## src/rtl/tt_sweep_pkg.sv

```systemverilog
// Shared definitions for the truth-table sweeper: state encoding, sizing
// constants, the default expected table and a settle-terminal helper.
package tt_sweep_pkg;

  localparam int NUM_VEC = 8;
  localparam int VEC_W   = 3;
  localparam int CNT_W   = 4;

  // Default expected table: d = (~a & ~b) | ~c, bit i for {a,b,c} = i.
  localparam logic [7:0] TT_DEFAULT = 8'h57;

  typedef enum logic [1:0] {
    ST_IDLE   = 2'd0,
    ST_HOLD   = 2'd1,
    ST_SAMPLE = 2'd2,
    ST_DONE   = 2'd3
  } state_e;

  // Counter value on the last HOLD cycle; unused when the settle time is 0.
  function automatic logic [CNT_W-1:0] settle_term(input int settle);
    logic [CNT_W-1:0] term;
    if (settle <= 0) begin
      term = 4'd0;
    end else begin
      term = CNT_W'(settle - 1);
    end
    return term;
  endfunction

endpackage

```

## src/rtl/sweep_settle_cnt.sv

```systemverilog
// Settle counter for the truth-table sweeper: synchronous clear has
// priority over increment, terminal flag marks the final HOLD cycle.
module sweep_settle_cnt
  import tt_sweep_pkg::*;
#(
  parameter logic [CNT_W-1:0] TERM = 4'd1
) (
  input  logic clk,
  input  logic rst_n,
  input  logic clr_i,
  input  logic en_i,
  output logic term_o
);

  logic [CNT_W-1:0] cnt_q;
  logic [CNT_W-1:0] cnt_d;

  // Next count: clear wins, otherwise count while enabled.
  always_comb begin
    cnt_d = cnt_q;
    if (clr_i) begin
      cnt_d = 4'd0;
    end else if (en_i) begin
      cnt_d = cnt_q + 4'd1;
    end else begin
      cnt_d = cnt_q;
    end
  end

  // Count register.
  always_ff @(posedge clk or negedge rst_n) begin
    if (!rst_n) begin
      cnt_q <= 4'd0;
    end else begin
      cnt_q <= cnt_d;
    end
  end

  assign term_o = (cnt_q == TERM);

endmodule

```

## src/rtl/truth_table_sweeper.sv

```systemverilog
// Truth-table sweeper: walks {a,b,c} through 000..111, holds each vector
// SETTLE+1 cycles, compares the unit output against EXPECTED in the last
// cycle and reports a per-vector fail mask, a fail count and a verdict.
// Optional feature macro: TT_SWEEP_EARLY_ABORT_EN (first mismatch ends
// the sweep immediately).
module truth_table_sweeper
  import tt_sweep_pkg::*;
#(
  parameter logic [7:0] EXPECTED = TT_DEFAULT,
  parameter int         SETTLE   = 2
) (
  input  logic       clk,
  input  logic       rst_n,
  input  logic       start,
  input  logic       f_out,
  output logic       vec_a,
  output logic       vec_b,
  output logic       vec_c,
  output logic       busy,
  output logic       done,
  output logic       pass,
  output logic [7:0] fail_mask,
  output logic [3:0] fail_count
);

  localparam logic             SETTLE_ZERO = (SETTLE == 0);
  localparam logic [CNT_W-1:0] TERM        = settle_term(SETTLE);
`ifdef TT_SWEEP_EARLY_ABORT_EN
  localparam logic             EARLY_ABORT = 1'b1;
`else
  localparam logic             EARLY_ABORT = 1'b0;
`endif

  state_e           state_q, state_d;
  logic [VEC_W-1:0] idx_q, idx_d;
  logic [7:0]       mask_q, mask_d;
  logic [3:0]       count_q, count_d;
  logic             busy_q, busy_d;
  logic             done_q, done_d;
  logic             pass_q, pass_d;
  logic             cnt_clr_s;
  logic             cnt_en_s;
  logic             cnt_term_s;
  logic             mismatch_s;
  logic             finish_s;

  sweep_settle_cnt #(
    .TERM (TERM)
  ) u_settle_cnt (
    .clk    (clk),
    .rst_n  (rst_n),
    .clr_i  (cnt_clr_s),
    .en_i   (cnt_en_s),
    .term_o (cnt_term_s)
  );

  // Next-state and registered-output logic for the sweep FSM.
  always_comb begin
    state_d    = state_q;
    idx_d      = idx_q;
    mask_d     = mask_q;
    count_d    = count_q;
    busy_d     = busy_q;
    done_d     = 1'b0;
    pass_d     = pass_q;
    cnt_clr_s  = 1'b0;
    cnt_en_s   = 1'b0;
    mismatch_s = (f_out != EXPECTED[idx_q]);
    finish_s   = 1'b0;
    case (state_q)
      ST_IDLE: begin
        if (start) begin
          idx_d     = 3'd0;
          mask_d    = 8'h00;
          count_d   = 4'd0;
          pass_d    = 1'b0;
          busy_d    = 1'b1;
          cnt_clr_s = 1'b1;
          state_d   = SETTLE_ZERO ? ST_SAMPLE : ST_HOLD;
        end else begin
          state_d = ST_IDLE;
        end
      end
      ST_HOLD: begin
        if (cnt_term_s) begin
          state_d = ST_SAMPLE;
        end else begin
          cnt_en_s = 1'b1;
        end
      end
      ST_SAMPLE: begin
        if (mismatch_s) begin
          mask_d[idx_q] = 1'b1;
          count_d       = count_q + 4'd1;
        end else begin
          count_d = count_q;
        end
        // Last vector, or the first mismatch when early abort is built in.
        finish_s = (idx_q == 3'd7) || (EARLY_ABORT && mismatch_s);
        if (finish_s) begin
          state_d = ST_DONE;
          busy_d  = 1'b0;
          done_d  = 1'b1;
          pass_d  = (count_d == 4'd0);
        end else begin
          idx_d     = idx_q + 3'd1;
          cnt_clr_s = 1'b1;
          state_d   = SETTLE_ZERO ? ST_SAMPLE : ST_HOLD;
        end
      end
      ST_DONE: begin
        state_d = ST_IDLE;
      end
      default: begin
        state_d = ST_IDLE;
        busy_d  = 1'b0;
      end
    endcase
  end

  // State and output registers; reset discards any partial sweep.
  always_ff @(posedge clk or negedge rst_n) begin
    if (!rst_n) begin
      state_q <= ST_IDLE;
      idx_q   <= 3'd0;
      mask_q  <= 8'h00;
      count_q <= 4'd0;
      busy_q  <= 1'b0;
      done_q  <= 1'b0;
      pass_q  <= 1'b0;
    end else begin
      state_q <= state_d;
      idx_q   <= idx_d;
      mask_q  <= mask_d;
      count_q <= count_d;
      busy_q  <= busy_d;
      done_q  <= done_d;
      pass_q  <= pass_d;
    end
  end

  assign vec_a      = idx_q[2];
  assign vec_b      = idx_q[1];
  assign vec_c      = idx_q[0];
  assign busy       = busy_q;
  assign done       = done_q;
  assign pass       = pass_q;
  assign fail_mask  = mask_q;
  assign fail_count = count_q;

endmodule

```

## config.mk

```make
export PLATFORM = sky130hd
export DESIGN_NAME = truth_table_sweeper
export DESIGN_NICKNAME = d
export VERILOG_FILES = /design/src/rtl/tt_sweep_pkg.sv /design/src/rtl/sweep_settle_cnt.sv /design/src/rtl/truth_table_sweeper.sv
export SDC_FILE = /design/constraint.sdc
export NUM_CORES = 1
export LEC_CHECK = 0
export CAP_MARGIN = 25
export CELL_PAD_IN_SITES_DETAIL_PLACEMENT = 1
export CELL_PAD_IN_SITES_GLOBAL_PLACEMENT = 2
export CORE_UTILIZATION = 37
export CTS_BUF_LIST = sky130_fd_sc_hd__clkbuf_8
export CTS_CLUSTER_SIZE = 24
export DETAILED_ROUTE_END_ITERATION = 8
export GPL_ROUTABILITY_DRIVEN = 0
export PLACE_DENSITY_LB_ADDON = 0.1
export SYNTH_ARGS = -nofsm -noshare
export SYNTH_HDL_FRONTEND = slang
export SYNTH_SLANG_ARGS = --single-unit
```

## constraint.sdc

```tcl
create_clock -name clk -period 3.4 [get_ports clk]
set_input_delay 0.51 -clock clk [delete_from_list [all_inputs] [get_ports clk]]
set_output_delay 0.51 -clock clk [all_outputs]
set_load 0.02 [all_outputs]
```

=== Word level (Yosys, flattened, before mapping) ===
Memories as Yosys holds them, arrays and structs flattened.
Index checks and enable logic that the tools add are counted.

* Add/subtract/negate cells: 3
* Muxes and demuxes: 32
* Equality and inequality tests: 11
* Reductions and logical operators: 9
* Order comparisons: 2
* Bitwise logic cells: 1

{| class="wikitable"
|+ Operators with widths
! cell !! number
|-
| two-way mux 4 bit || 5
|-
| two-way mux 8 bit || 2
|-
| one-hot mux 8 bit (2 select lines) || 1
|-
| two-way mux 1 bit || 13
|-
| != test 2 bit, second input constant || 5
|-
| AND reduction 3 bit || 3
|-
| adder 4 x 1 -> 4 bit, second input constant || 2
|-
| OR 8 bit || 1
|-
| one-hot mux 2 bit (4 select lines) || 1
|-
| one-hot mux 4 bit (2 select lines) || 1
|-
| two-way mux 3 bit || 2
|-
| one-hot mux 1 bit (2 select lines) || 3
|-
| one-hot mux 3 bit (2 select lines) || 1
|-
| equality test 2 bit, second input constant || 2
|-
| equality test 4 x 1 -> 1 bit, second input constant || 1
|-
| zero test 4 bit || 1
|-
| < comparator 3 x 4 -> 1 bit, second input constant || 1
|-
| two-way mux 2 bit || 2
|-
| nonzero test 2 bit || 2
|-
| adder 3 x 1 -> 3 bit, second input constant || 1
|-
| demux 1 bit (select 3 bit) || 1
|-
| equality test 3 bit, second input constant || 1
|-
| >= comparator 3 x 1 -> 1 bit, second input constant || 1
|-
| equality test 2 x 1 -> 1 bit, second input constant || 1
|-
| other kinds (4) || 4
|}

* Memories kept: 1
* Input port bits: 4
* Memory bits (read-only): 8
* Bits in registers: 24
* Word-level logic and storage cells: 67

{| class="wikitable"
|+ Memories
! name !! depth !! width !! read ports !! clocked after Yosys merged registers in !! wr ports !! RTL line !! RTL
|-
| (name not given) || 8 || 1 || 1 || 0 || 0 || truth_table_sweeper.sv:68 || <nowiki>mismatch_s = (f_out != EXPECTED[idx_q]);</nowiki>
|}

=== Longest topological paths before layout ===
Gate-level depths: netlist (run 1).

* Depth in word-level cells: 8
* Mapped depth: 6
* Mapped depth without buffers: 6

=== Cells and area by module ===
Synthesis (run 1) repeated with hierarchy kept, for this count alone.

* Cell total of the unflattened synthesis: 121
* Area, all modules: 1291.2 sq um

{| class="wikitable"
|+ By module, submodules not included
! module !! cells each !! area an instance (sq um) !! times used
|-
| truth_table_sweeper || 101 || 1069.8 || 1
|-
| sweep_settle_cnt || 20 || 221.5 || 1
|}

=== Least setup slack after synthesis (run 1) ===
OpenSTA, ideal clock, no wires.

* Kind: register to register
* Start point: register idx_q[1]
* End point: register count_q[2] (netlist: fail_count[2])
* Period minus slack after synthesis: 1.953 ns
* Slack: 1.447 ns
* Data required time: 3.279 ns
* Data arrival time: 1.832 ns
* Stages on the path, launching flop included: 6
* Buffers on the path: 0
* Cell sequence: dfrtp_1 -> ha_1 -> mux2i_2 -> mux2i_1 -> mux2_1 -> a22o_1

* Word-level cells in the longest chain between the ends: 6

{| class="wikitable"
|+ Ends and longest elaborated chain
! item !! RTL line !! RTL
|-
| start: declaration || truth_table_sweeper.sv:35 || <nowiki>logic [VEC_W-1:0] idx_q, idx_d;</nowiki>
|-
| start signal: assignment || truth_table_sweeper.sv:133 || <nowiki>idx_q <= idx_d;</nowiki>
|-
| memory (8 x 1 bit) || -- ||
|-
| two-way mux 1 bit (implied by the code) || truth_table_sweeper.sv:68 ||
|-
| != test 1 bit || truth_table_sweeper.sv:68 ||
|-
| two-way mux 4 bit || truth_table_sweeper.sv:92 || <nowiki>if (mismatch_s) begin</nowiki>
|-
| two-way mux 4 bit || truth_table_sweeper.sv:70 || <nowiki>case (state_q)</nowiki>
|-
| one-hot mux 4 bit (2 select lines) || truth_table_sweeper.sv:70 ||
|-
| end signal: assignment || truth_table_sweeper.sv:135 || <nowiki>count_q <= count_d;</nowiki>
|-
| end: declaration || truth_table_sweeper.sv:37 || <nowiki>logic [3:0] count_q, count_d;</nowiki>
|}

No other way between the ends. The select of a mux whose other input is x is not followed.
A chain may end at the register's enable or synchronous reset.

=== Final worst setup path (run 1) ===
* Start point: register idx_q[0]
* End point: register count_q[0] (netlist: fail_count[0])

Same word-level chain as after synthesis.

==> run summary, run 1 <==
The sum of net half-perimeters after detailed placement is 2060 um, and the die extent in y is 60.1 um. The tree is rooted in a sky130_fd_sc_hd__clkbuf_8. The mean cell area of the mapped netlist was 10.7 um^2; the number of core rows was 20. Sequential cells were found to cover 48.1% of the synthesized design area. The tools report the number of violations reported at the end of detailed-routing iteration 0 as 27. The count of port buffers added during placement was 21. Setup total negative slack on the finished layout was measured at 0 ns. The CTS H-tree depth is 1. The via count of the first global-routing pass came out at 966. In this run the critical register-to-register path is launched from idx_q[0]$_DFFE_PN0P_. The net count of the finished layout is 150. TritonCTS built the clock tree. The post-detailed-route via-to-cell ratio is 5.13.

Ratio of cells with drive above 1 in the final layout: 10.1%. After global routing the overflow that remains totals 0. Counting flops with a built-in enable in the synthesized netlist gives 0.

The largest single stage delay on the critical path is 0.52 ns. The number of nets handed over by synthesis was 126. The clock tree buffer depth came out at 2. Die width: 60.1 um.

The worst hold path begins at busy$_DFFE_PN0P_. The flow ran to the end, and the final reports show no timing, DRC or antenna violations. The logs give 0 for the final count of pins violating max slew and 59.1% for the headroom to the max-slew limit. The count of buffers added by post-CTS timing repair for setup is 0. The detail route stage leaves a number of antenna-violating nets equal to 0.

The pin count of the biggest net entering global routing is 25. The worst hold path class was reg2reg. Among all flip-flop cells after synthesis, the most frequent one is sky130_fd_sc_hd__dfrtp_1.

The logs give 0 for the number of failing setup endpoints in the final timing report and 352 for the filler cell count in the final layout. The logs give 19.1% for the overall routing resource usage and 0 for the number of hold buffers added after CTS. The critical path in this run is classified as reg2reg. After synthesis, the share of flip-flops with an asynchronous set or reset is 100%.

The die area was 3610 um^2; the fraction of the cycle the final worst path needs was 60.9%. The largest individual stage delay along the critical path comes from the cell sky130_fd_sc_hd__dfrtp_1. For the worst setup path, the data required time is 3.56 ns.

The vias after detailed routing came out at 939. In the routed design, unresolved DRC markers number 0. At the later pin of the worst-skew pair, clock insertion delay measures 0.27 ns.

Leaving out fill and tap cells, the most frequent cell in the layout is sky130_fd_sc_hd__dfrtp_1. The routed wire length is 2860 um, and the initial core utilization is 39.9%. The run gives 117 as the post-synthesis cell count.

The post-route clock skew is 0.00419 ns. At the pin with the least slew margin, the transition time is 0.611 ns. The tree built by TritonCTS fans out to 24 sinks. The total I/O pin count was 22; the placement-stage cell area was 1500 um^2. The worst-case IR drop observed on VDD is 0.325 mV.

The start point of the critical path was idx_q[0]$_DFFE_PN0P_. Dividing total power by cell area gives a power density of 643 nW/um^2. Subtracting the final worst setup slack from the clock period gives 2.07 ns. For the final number of hold-violating endpoints, the log shows 0. The tools report the number of antenna violations at the first check in global routing as 0. Data on the critical path arrives at its endpoint at 2.24 ns. Leaving out fill and tap cells, the most frequent cells in the layout are sky130_fd_sc_hd__dfrtp_1, sky130_fd_sc_hd__clkdlybuf4s50_1, sky130_fd_sc_hd__nor2_1. Along the worst path, the maximum fanout reaches 11. The core region is 3130 um^2. Across the whole layout, storage elements account for 601 um^2.

In the final routed layout, each cell accounts on average for 15.6 um. After synthesis, the netlist uses 35 different library cells. The final design instance area without fill came out at 1540 um^2.

The number of antenna diodes in the final layout is 0. The signal on the critical path passes through ha_1, mux2i_2, xor2_2, mux2_2, a22o_1. The number of clock buffers added by TritonCTS is 3. The synthesis-stage register bit count was 24; the total of max-cap violations was 0. The cell leakage power is 0.735 nW. Derived from the worst setup path, the maximum achievable clock frequency is 483 MHz. The tools report the nature of the critical path endpoint as a register. Total area of multi-input combinational cells: 611 um^2. Gates resized during post-CTS repair numbered 0. Setup repair after global routing left no endpoint under its margin. Compared with the post-synthesis result, the final layout area differs by 23.8%. STA classifies the critical path startpoint as a register. The first global-routing pass estimated 4750 um of wire.

Clock-pin slew was measured on the worst setup and hold paths at 0.08 ns. The run gives 0 as the count of yosys warnings during synthesis. After synthesis the cells add up to 1250 um^2. For the number of search-and-repair iterations in the first detailed-routing pass, the log shows 2.
kinds of logic (layout without fill, tap and decap cells):
kind of cell,Yosys count,in the layout,share of synthesized area [%]
simple gates,42,42,18.0
compound gates,25,25,13.9
flops,24,24,48.1
mux,9,9,7.92
buf+inv,7,29,2.91
fa+ha+maj,5,5,5.02
xor+xnor,5,5,4.11
sequential cells by signal, summed over array words and instances, names as in the netlist:
signal and cells:
u_settle_cnt.cnt_q 4, done 1, pass 1, idx_q 3, state_q 2, busy 1, fail_mask 8, fail_count 4
layer usage:
layer / vias to the layer above / GRT usage (%) / part of all wire, %
li1: 454 / - / -
met1: 455 / 24.5 / 46
met2: 21 / 28.6 / 46
met3: 9 / 4.55 / 4.4
met4: 0 / 13.0 / 3.5
met5: - / 0 / 0
synthesized netlist by cell type (2+ instances only):
master / count / area, um^2
sky130_fd_sc_hd__nor2b_1: 5 / 31.3
sky130_fd_sc_hd__nand2_1: 5 / 18.8
sky130_fd_sc_hd__mux2_2: 3 / 33.8
sky130_fd_sc_hd__ha_1: 5 / 62.6
sky130_fd_sc_hd__nor2_1: 16 / 60.1
sky130_fd_sc_hd__nor3b_1: 2 / 15.0
sky130_fd_sc_hd__dfrtp_1: 24 / 601
sky130_fd_sc_hd__and3_1: 3 / 18.8
sky130_fd_sc_hd__a21oi_1: 9 / 45.0
sky130_fd_sc_hd__buf_2: 2 / 10.0
sky130_fd_sc_hd__inv_1: 3 / 11.3
sky130_fd_sc_hd__xor2_1: 4 / 35.0
sky130_fd_sc_hd__a31oi_1: 2 / 12.5
sky130_fd_sc_hd__a22o_1: 8 / 70.1
sky130_fd_sc_hd__nand3b_1: 3 / 22.5
sky130_fd_sc_hd__mux2i_1: 4 / 40.0
final cells by class:
cell class	count	share of cell area, %
inverters	3	0.729
clock buffers	3	2.67
repair buffers	23	14.6
flip-flops and latches	24	38.9
multi-input cells	86	39.5
well taps	44	3.57
path summary, 6_finish.rpt:
path | end | slack, ns | cells past startpoint
worst max-delay path | fail_count[0]$_DFFE_PN0P_ | 1.33 | 5
worst min-delay path | busy$_DFFE_PN0P_ | 0.49 | 1
worst max register to register | fail_count[0]$_DFFE_PN0P_ | 1.33 | 5
worst min register to register | busy$_DFFE_PN0P_ | 0.49 | 1
max in group asynchronous | fail_mask[1]$_DFFE_PN0P_ | 2.55 | 2
min in group asynchronous | fail_mask[6]$_DFFE_PN0P_ | 0.61 | 2
stage by stage:
step	setup slack (ns)	hold WS (ns)	power [W]	std cells	util, %
after floorplan	1.45	0.214	0.000694	117	-
after global placement	1.30	0.461	0.000816	180	48.0
after detailed placement	1.23	0.477	0.000834	180	48.0
after CTS	1.31	0.497	0.00101	183	49.4
after global routing	1.19	0.527	0.00108	183	49.4
final	1.33	0.490	0.000993	183	49.4
worst max-delay path, delay by kind of cell (launching register included):
kind	cells	cell delay, ns
muxes	2	0.64
adders and majority gates	1	0.31
DFF	1	0.52
xor gates and xnor gates	1	0.31
AOI/OAI and AO/OA	1	0.18
power by group:
group	leakage (nW)	internal, W	switching (W)	total, W
clock	0.0216	0.0000794	0.0000901	0.000170
sequential	0.322	0.000342	0.000106	0.000447
combinational	0.391	0.000183	0.000193	0.000376
total	0.735	0.000604	0.000389	0.000993
(Power assumes the default switching activity.)
==> run 2, diff against run 1 <==
--- a/config.mk
+++ b/config.mk
@@ -8,7 +8,7 @@
 export CAP_MARGIN = 25
 export CELL_PAD_IN_SITES_DETAIL_PLACEMENT = 1
 export CELL_PAD_IN_SITES_GLOBAL_PLACEMENT = 2
-export CORE_UTILIZATION = 37
+export CORE_UTILIZATION = 31
 export CTS_BUF_LIST = sky130_fd_sc_hd__clkbuf_8
 export CTS_CLUSTER_SIZE = 24
 export DETAILED_ROUTE_END_ITERATION = 8
==> constraint.sdc (replaced) <==
create_clock -name clk -period 1.78 [get_ports clk]
set_input_delay 0.267 -clock clk [delete_from_list [all_inputs] [get_ports clk]]
set_output_delay 0.267 -clock clk [all_outputs]
set_load 0.02 [all_outputs]
==> run 2 against run 1 <==
Clock power grew to 2.8 times the previous value. Die area rose by 19%. Worst hold slack got worse by 0.13 ns. Critical path type unchanged. Largest cell class unchanged. Highest routed layer unchanged.
==> run summary, run 2 (same netlist as run 1, synthesis figures left out) <==
The flow ran to the end, and the final reports show no timing, DRC or antenna violations. After detailed routing, the total wire length is 2900 um. The worst path in the final design needs a cycle of 1.72 ns, including I/O delays and setup. The run gives 4 as the number of search-and-repair iterations in the first detailed-routing pass. The total of max-cap violations is 0, and the post-detailed-route via-to-cell ratio is 4.92.

The count of inserted antenna diode cells was 0; the number of violations reported at the end of detailed-routing iteration 0 was 25. The tools report the required time at the endpoint of the critical path as 1.95 ns. The critical path ends at fail_count[2]$_DFFE_PN0P_. The number of failing setup endpoints in the final timing report is 0, and the worst path arrival time is 1.89 ns.

The tools report the type of origin of the critical path as a register. IR analysis of the VDD net gives a maximum drop of 0.542 mV. The critical path goes through ha_4, mux2i_4, mux2i_2, mux2_4, a22o_1. The run gives 165 as the final net count.

Once detailed placement completed, the half-perimeter wirelength came to 2140 um. The number of cells on the worst reg-to-reg path was 5; the later-pin clock latency in the skew report was 0.27 ns. The CTS H-tree depth is 1. TritonCTS built the clock tree.

In the final routed layout, each cell accounts on average for 14.3 um. Maximum fanout along the worst path: 3. The number of buffers created by CTS was 3; the highest attainable clock frequency was 580 MHz. The region available for standard cell placement spans 3770 um^2.

The tightest min-delay check is of the in2async type. The run gives 77.5% as the headroom to the max-slew limit. After global routing the overflow that remains totals 0. The run gives 999 as the vias after detailed routing. In the layout the commonest cells are sky130_fd_sc_hd__dfrtp_1, sky130_fd_sc_hd__clkdlybuf4s50_1, sky130_fd_sc_hd__buf_4. The master of the slowest instance on the critical path is sky130_fd_sc_hd__dfrtp_2. In the global route stage, overall resource usage came out at 15.5%. Adding up every negative setup slack in the final design gives 0 ns. The number of core rows is 22, and the count of port buffers added during placement is 21.

Entering global routing, the biggest net connects 25 pins. The final count of pins violating max slew came out at 0. For the pin with the worst max-slew slack, the measured transition is 0.337 ns.

In this run the power density over the cells is 1280 nW/um^2. The number of antenna violations at the first check in global routing was 0. For the global-route wire length before repair, the log shows 4930 um. Start point of the critical path: idx_q[1]$_DFFE_PN0P_. In this run the critical register-to-register path is launched from idx_q[1]$_DFFE_PN0P_. Counting every sink on the clock net gives 24. The number of flip-flops under the largest register name was 8; the final routed DRC violation total was 0. In this run the register-to-register setup slack is 0.06 ns. The logs give 0 for the final number of hold-violating endpoints and 1650 um^2 for the placement-stage cell area. The tree is rooted in a sky130_fd_sc_hd__clkbuf_8. The tools report the clock tree buffer depth as 2. Setup repair after global routing could not meet its margin everywhere. The logs give 33.1% for the initial core utilization and 22 for the total I/O pin count. The area added between synthesis and finish was 38.5%; the cell leakage power was 0.823 nW.

After layout, the worst path uses 96.9% of the clock period. The die covers 4280 um^2. With fillers left out, the area of the finished cells amounts to 1730 um^2. Type of the worst setup path: reg2reg. The endpoint of the lowest-slack register-to-register path was fail_count[2]$_DFFE_PN0P_.

In this design, the stage delay of the slowest critical-path cell is 0.43 ns. After clock tree synthesis, the clock-pin slew on the worst setup and hold paths is 0.09 ns. The die is 65.4 um wide. The number of setup buffers added after CTS is 0.

The run gives 1,034 as the via count of the first global-routing pass. Cells with a size suffix above 1 make up 23.2% of the layout. The tools report the nature of the critical path endpoint as a register.

Leaving out fill and tap cells, the most frequent cell in the layout is sky130_fd_sc_hd__dfrtp_1. The die is 65.4 um tall. The count of nets left with antenna violations once routing finished came out at 0.

Clock skew on the completed layout was measured at 0.00541 ns.
run 2: changes by cell type in the layout (fill, tap and decap cells not counted), sizes merged:
| cell | delta |
|---|---|
| clkdlybuf4s50 | -1 |
| buf | +15 |
| dlygate4sd2 | +1 |
| bufinv | +1 |
run 2: power breakdown:
part | total (W) | internal, W | switching [W]
clock network | 0.000481 | 0.000301 | 0.000181
registers | 0.000757 | 0.000656 | 0.000101
logic | 0.000981 | 0.000478 | 0.000503
run 2: layout make-up:
cell class	instances	area, um^2
Fill cell	418	2040
Tap cell	48	60.1
Clock buffer	3	41.3
Clock inverter	1	30.0
Timing Repair Buffer	38	337
Multi-Input combinational cell	86	646
Sequential cell	24	603
Inverter	3	11.3
run 2: how the worst min path moves through the flow:
stage | cells after the start | to
5_1_grt | 2 | fail_mask[2]$_DFFE_PN0P_
2_1_floorplan | 0 | busy$_DFFE_PN0P_
3_5_place_dp | 1 | busy$_DFFE_PN0P_
3_3_place_gp | 1 | busy$_DFFE_PN0P_
4_1_cts | 2 | fail_mask[2]$_DFFE_PN0P_
6_report | 2 | pass$_DFFE_PN0P_
run 2: stage by stage:
stage	hold WS (ns)	power (W)	setup slack (ns)	std cells	utilization (%)
6_report	0.358	0.00222	0.0550	203	45.8
2_1_floorplan	-0.0286	0.00134	0.0103	117	-
3_3_place_gp	0.460	0.00173	-0.0226	199	43.7
4_1_cts	0.360	0.00225	0.0328	203	45.6
3_5_place_dp	0.466	0.00175	-0.0813	199	43.7
5_1_grt	0.372	0.00240	-0.0189	203	45.8
run 2: worst max-delay path, delay by kind of cell (launching register included):
| kind | cells | cell delay [ns] |
|---|---|---|
| AO/OA/AOI/OAI | 1 | 0.18 |
| adder cells (fa/ha/maj) | 1 | 0.18 |
| flip-flops | 1 | 0.43 |
| multiplexers | 3 | 0.82 |
run 2: per-layer routing:
metal / global-route usage, % / share of wire, % / vias up
li1: - / - / 484
met1: 19.8 / 47 / 487
met2: 25.6 / 48 / 19
met3: 2.78 / 2.9 / 9
met4: 6.52 / 2.2 / 0
met5: 0 / 0 / -
run 2: repair_timing:
action / 4_1_cts / 5_1_grt
hold buffers: 0 / 0
endpoints found under the hold margin: 0 / 0
gates resized for setup: 1 / 3
pin swaps: 0 / 1
endpoints found under the setup margin: 1 / 4
==> run 3, diff against run 2 <==
--- a/config.mk
+++ b/config.mk
@@ -8,10 +8,13 @@
 export CAP_MARGIN = 25
 export CELL_PAD_IN_SITES_DETAIL_PLACEMENT = 1
 export CELL_PAD_IN_SITES_GLOBAL_PLACEMENT = 2
-export CORE_UTILIZATION = 31
+export CORE_ASPECT_RATIO = 1.25
+export CORE_MARGIN = 3
+export CORE_UTILIZATION = 37
 export CTS_BUF_LIST = sky130_fd_sc_hd__clkbuf_8
 export CTS_CLUSTER_SIZE = 24
 export DETAILED_ROUTE_END_ITERATION = 8
+export DONT_BUFFER_PORTS = 1
 export GPL_ROUTABILITY_DRIVEN = 0
 export PLACE_DENSITY_LB_ADDON = 0.1
 export SYNTH_ARGS = -nofsm -noshare
==> run 3 against run 2 <==
Worst setup slack worse by 0.028 ns. Largest cell class unchanged. Worst hold slack lost 0.019 ns. Sequential share of layout area increased by 5.2 points. First-iteration DRC count rose by 56%. Clock power about the same. Via count fell by 7.1%. Flip-flop and latch count unchanged. Critical endpoint is now fail_count[1]$_DFFE_PN0P_. Non-clock buffer count down 23. Register-to-register slack got worse by 0.03 ns. Combinational power is 20% lower. Utilization grew 3.0 points.
==> run summary, run 3 (same netlist as run 1, synthesis figures left out) <==
The core outline area is 3080 um^2. The ratio of cells with drive above 1 in the final layout works out to 25.8%. Based on the critical path, the design can be clocked at up to 570 MHz.

At the worst endpoint, the required time is 1.94 ns. For this design the top-level I/O count stands at 22. The run finished with clean final reports. In the final design database the tool counted 142 nets. The worst hold path class is in2reg. Setup repair after global routing could not meet its margin everywhere. In this run the vertical extent of the chip is 70.9 um.

The number of nets with antenna violations after detailed routing is 0. Commonest non-fill, non-tap cell in the layout: sky130_fd_sc_hd__dfrtp_1. The finished layout holds 168 standard cells, fillers aside. The first detailed-routing pass ran for 4 iterations. The nature of the critical path endpoint is a register. The floorplan has 22 rows.

The first global-routing pass estimated 5220 um of wire. The routed wire length per instance is 18.0 um, and the number of failing setup endpoints in the final timing report is 0. The number of clock buffers added by TritonCTS is 3. The vias after detailed routing was 928. Entering global routing, the biggest net connects 25 pins.

The die area was 4110 um^2; the aggregate negative setup slack was 0 ns. For the final number of hold-violating endpoints, the log shows 0. In the finished design, the share of the clock period the worst path needs comes to 98.5%. The clock-pin slew reported for the worst setup and hold paths after clock tree synthesis was 0.09 ns; the final-layout worst hold slack was 0.340 ns. The cell at the root of the clock tree is sky130_fd_sc_hd__clkbuf_8.

Once the floorplan was initialized, standard cells occupied 40.5% of the core. For the maximum vdd ir drop, the log shows 0.663 mV. The logs give 76.7% for the headroom to the max-slew limit and 0 for the remaining global-route overflow. The via count of the first global-routing pass was 1,032; the count of port buffers added during placement was 0. The maximum fanout along the worst path works out to 4. The type of the worst setup path is reg2reg.

Type of origin of the critical path: a register. The sum of net half-perimeters after detailed placement is 2240 um. The repair_antennas step left the layout with diodes totalling 0. The routed wire length is 3030 um. The tools report the final count of pins violating max slew as 0. The number of antenna violations at the first check in global routing is 0, and the overall routing resource usage is 16.4%.

The tools report the count of placed standard cells including taps as 161. TritonCTS built the clock tree. The area growth from synthesis to layout is 20.7%. The tools report the total of max-cap violations as 0. Cells fill 48.8% of the core in the end. The die width is 57.9 um.

The cell leakage power is 0.738 nW, and the number of violations reported at the end of detailed-routing iteration 0 is 39. Post-route clock skew: 0.00363 ns. For the clock tree buffer depth, the log shows 2.

At the worst endpoint, the arrival time is 1.92 ns. Dividing total power by cell area gives a power density of 1390 nW/um^2. The clock drives 24 sinks. The transition time of the tightest slew-check pin was 0.349 ns. The worst path needs 1.75 ns of the cycle, external delays included.

The final routed DRC violation total is 0. The number of flip-flops under the largest register name works out to 8. The post-detailed-route via-to-cell ratio is 5.52. In the layout the commonest cells are sky130_fd_sc_hd__dfrtp_1, sky130_fd_sc_hd__nor2_1, sky130_fd_sc_hd__buf_4. Clock latency on the worst-skew pair, taken at its later pin, is 0.27 ns. CTS H-tree depth: 1.
-- run 3: changes by cell type in the layout (fill, tap and decap cells not counted) --
cell                              before  now
sky130_fd_sc_hd__buf_12                0    1
sky130_fd_sc_hd__buf_4                17   13
sky130_fd_sc_hd__clkdlybuf4s50_1      20    0
sky130_fd_sc_hd__dlygate4sd2_1         1    0
sky130_fd_sc_hd__dlygate4sd3_1         0    1
sky130_fd_sc_hd__mux2_2                2    3
sky130_fd_sc_hd__mux2_4                2    1
sky130_fd_sc_hd__nor3_1                1    0
sky130_fd_sc_hd__nor3_2                0    1
-- run 3: worst paths after layout --
check,slack (ns),cells after the start,startpoint,end
hold reg to reg,0.57,2,u_settle_cnt.cnt_q[3]$_DFFE_PN0P_,u_settle_cnt.cnt_q[3]$_DFFE_PN0P_
max in group asynchronous,1.20,2,rst_n,idx_q[1]$_DFFE_PN0P_
setup reg to reg,0.03,5,idx_q[1]$_DFFE_PN0P_,fail_count[1]$_DFFE_PN0P_
min in group asynchronous,0.42,2,rst_n,fail_mask[1]$_DFFE_PN0P_
setup / recovery,0.03,5,idx_q[1]$_DFFE_PN0P_,fail_count[1]$_DFFE_PN0P_
hold / removal,0.34,2,start,busy$_DFFE_PN0P_
-- run 3: area by class of cell --
| cell class | count | area, um^2 |
|---|---|---|
| clock buffers | 3 | 41.3 |
| clock inverters | 1 | 30.0 |
| fillers | 346 | 1580 |
| inverters | 3 | 11.3 |
| multi-input cells | 86 | 647 |
| flip-flops and latches | 24 | 603 |
| well taps | 36 | 45.0 |
| repair buffers | 15 | 128 |
-- run 3: repair_timing --
item / in CTS / in global routing
hold buffers: 2 / 0
hold endpoints to repair: 24 / 0
setup buffers: 0 / 1
gates resized for setup: 0 / 3
setup endpoints to repair: 0 / 5
-- run 3: critical path: stages (launching register included) --
cell                      delay, ns
sky130_fd_sc_hd__dfrtp_2       0.44
sky130_fd_sc_hd__ha_4          0.18
sky130_fd_sc_hd__mux2i_4       0.21
sky130_fd_sc_hd__xor2_2        0.28
sky130_fd_sc_hd__mux2_2        0.37
sky130_fd_sc_hd__a22o_1        0.17
-- run 3: layer usage --
metal  GRT usage [%]  vias up  wire (um)  share of wire, %
met3            3.10        2        149               4.9
met5               0        -          0                 0
met2            30.2       17       1680                55
met1            18.9      468       1180                39
met4            4.64        0         23              0.76
li1                -      441          -                 -
-- run 3: stage by stage --
stage	power [W]	cell area (um^2)	worst slack, ns
after detailed placement	0.00160	1390	0.0290
after CTS	0.00211	1490	0.0126
after global routing	0.00226	1510	-0.0466
after floorplan	0.00134	1270	0.0103
after global placement	0.00155	1390	0.0717
final	0.00209	1510	0.0266
-- run 3: report_power, final --
part           total (W)  internal [W]  switching [W]
clock           0.000483      0.000301       0.000183
sequential      0.000821      0.000655       0.000166
combinational   0.000787      0.000358       0.000429
total            0.00209       0.00131       0.000777
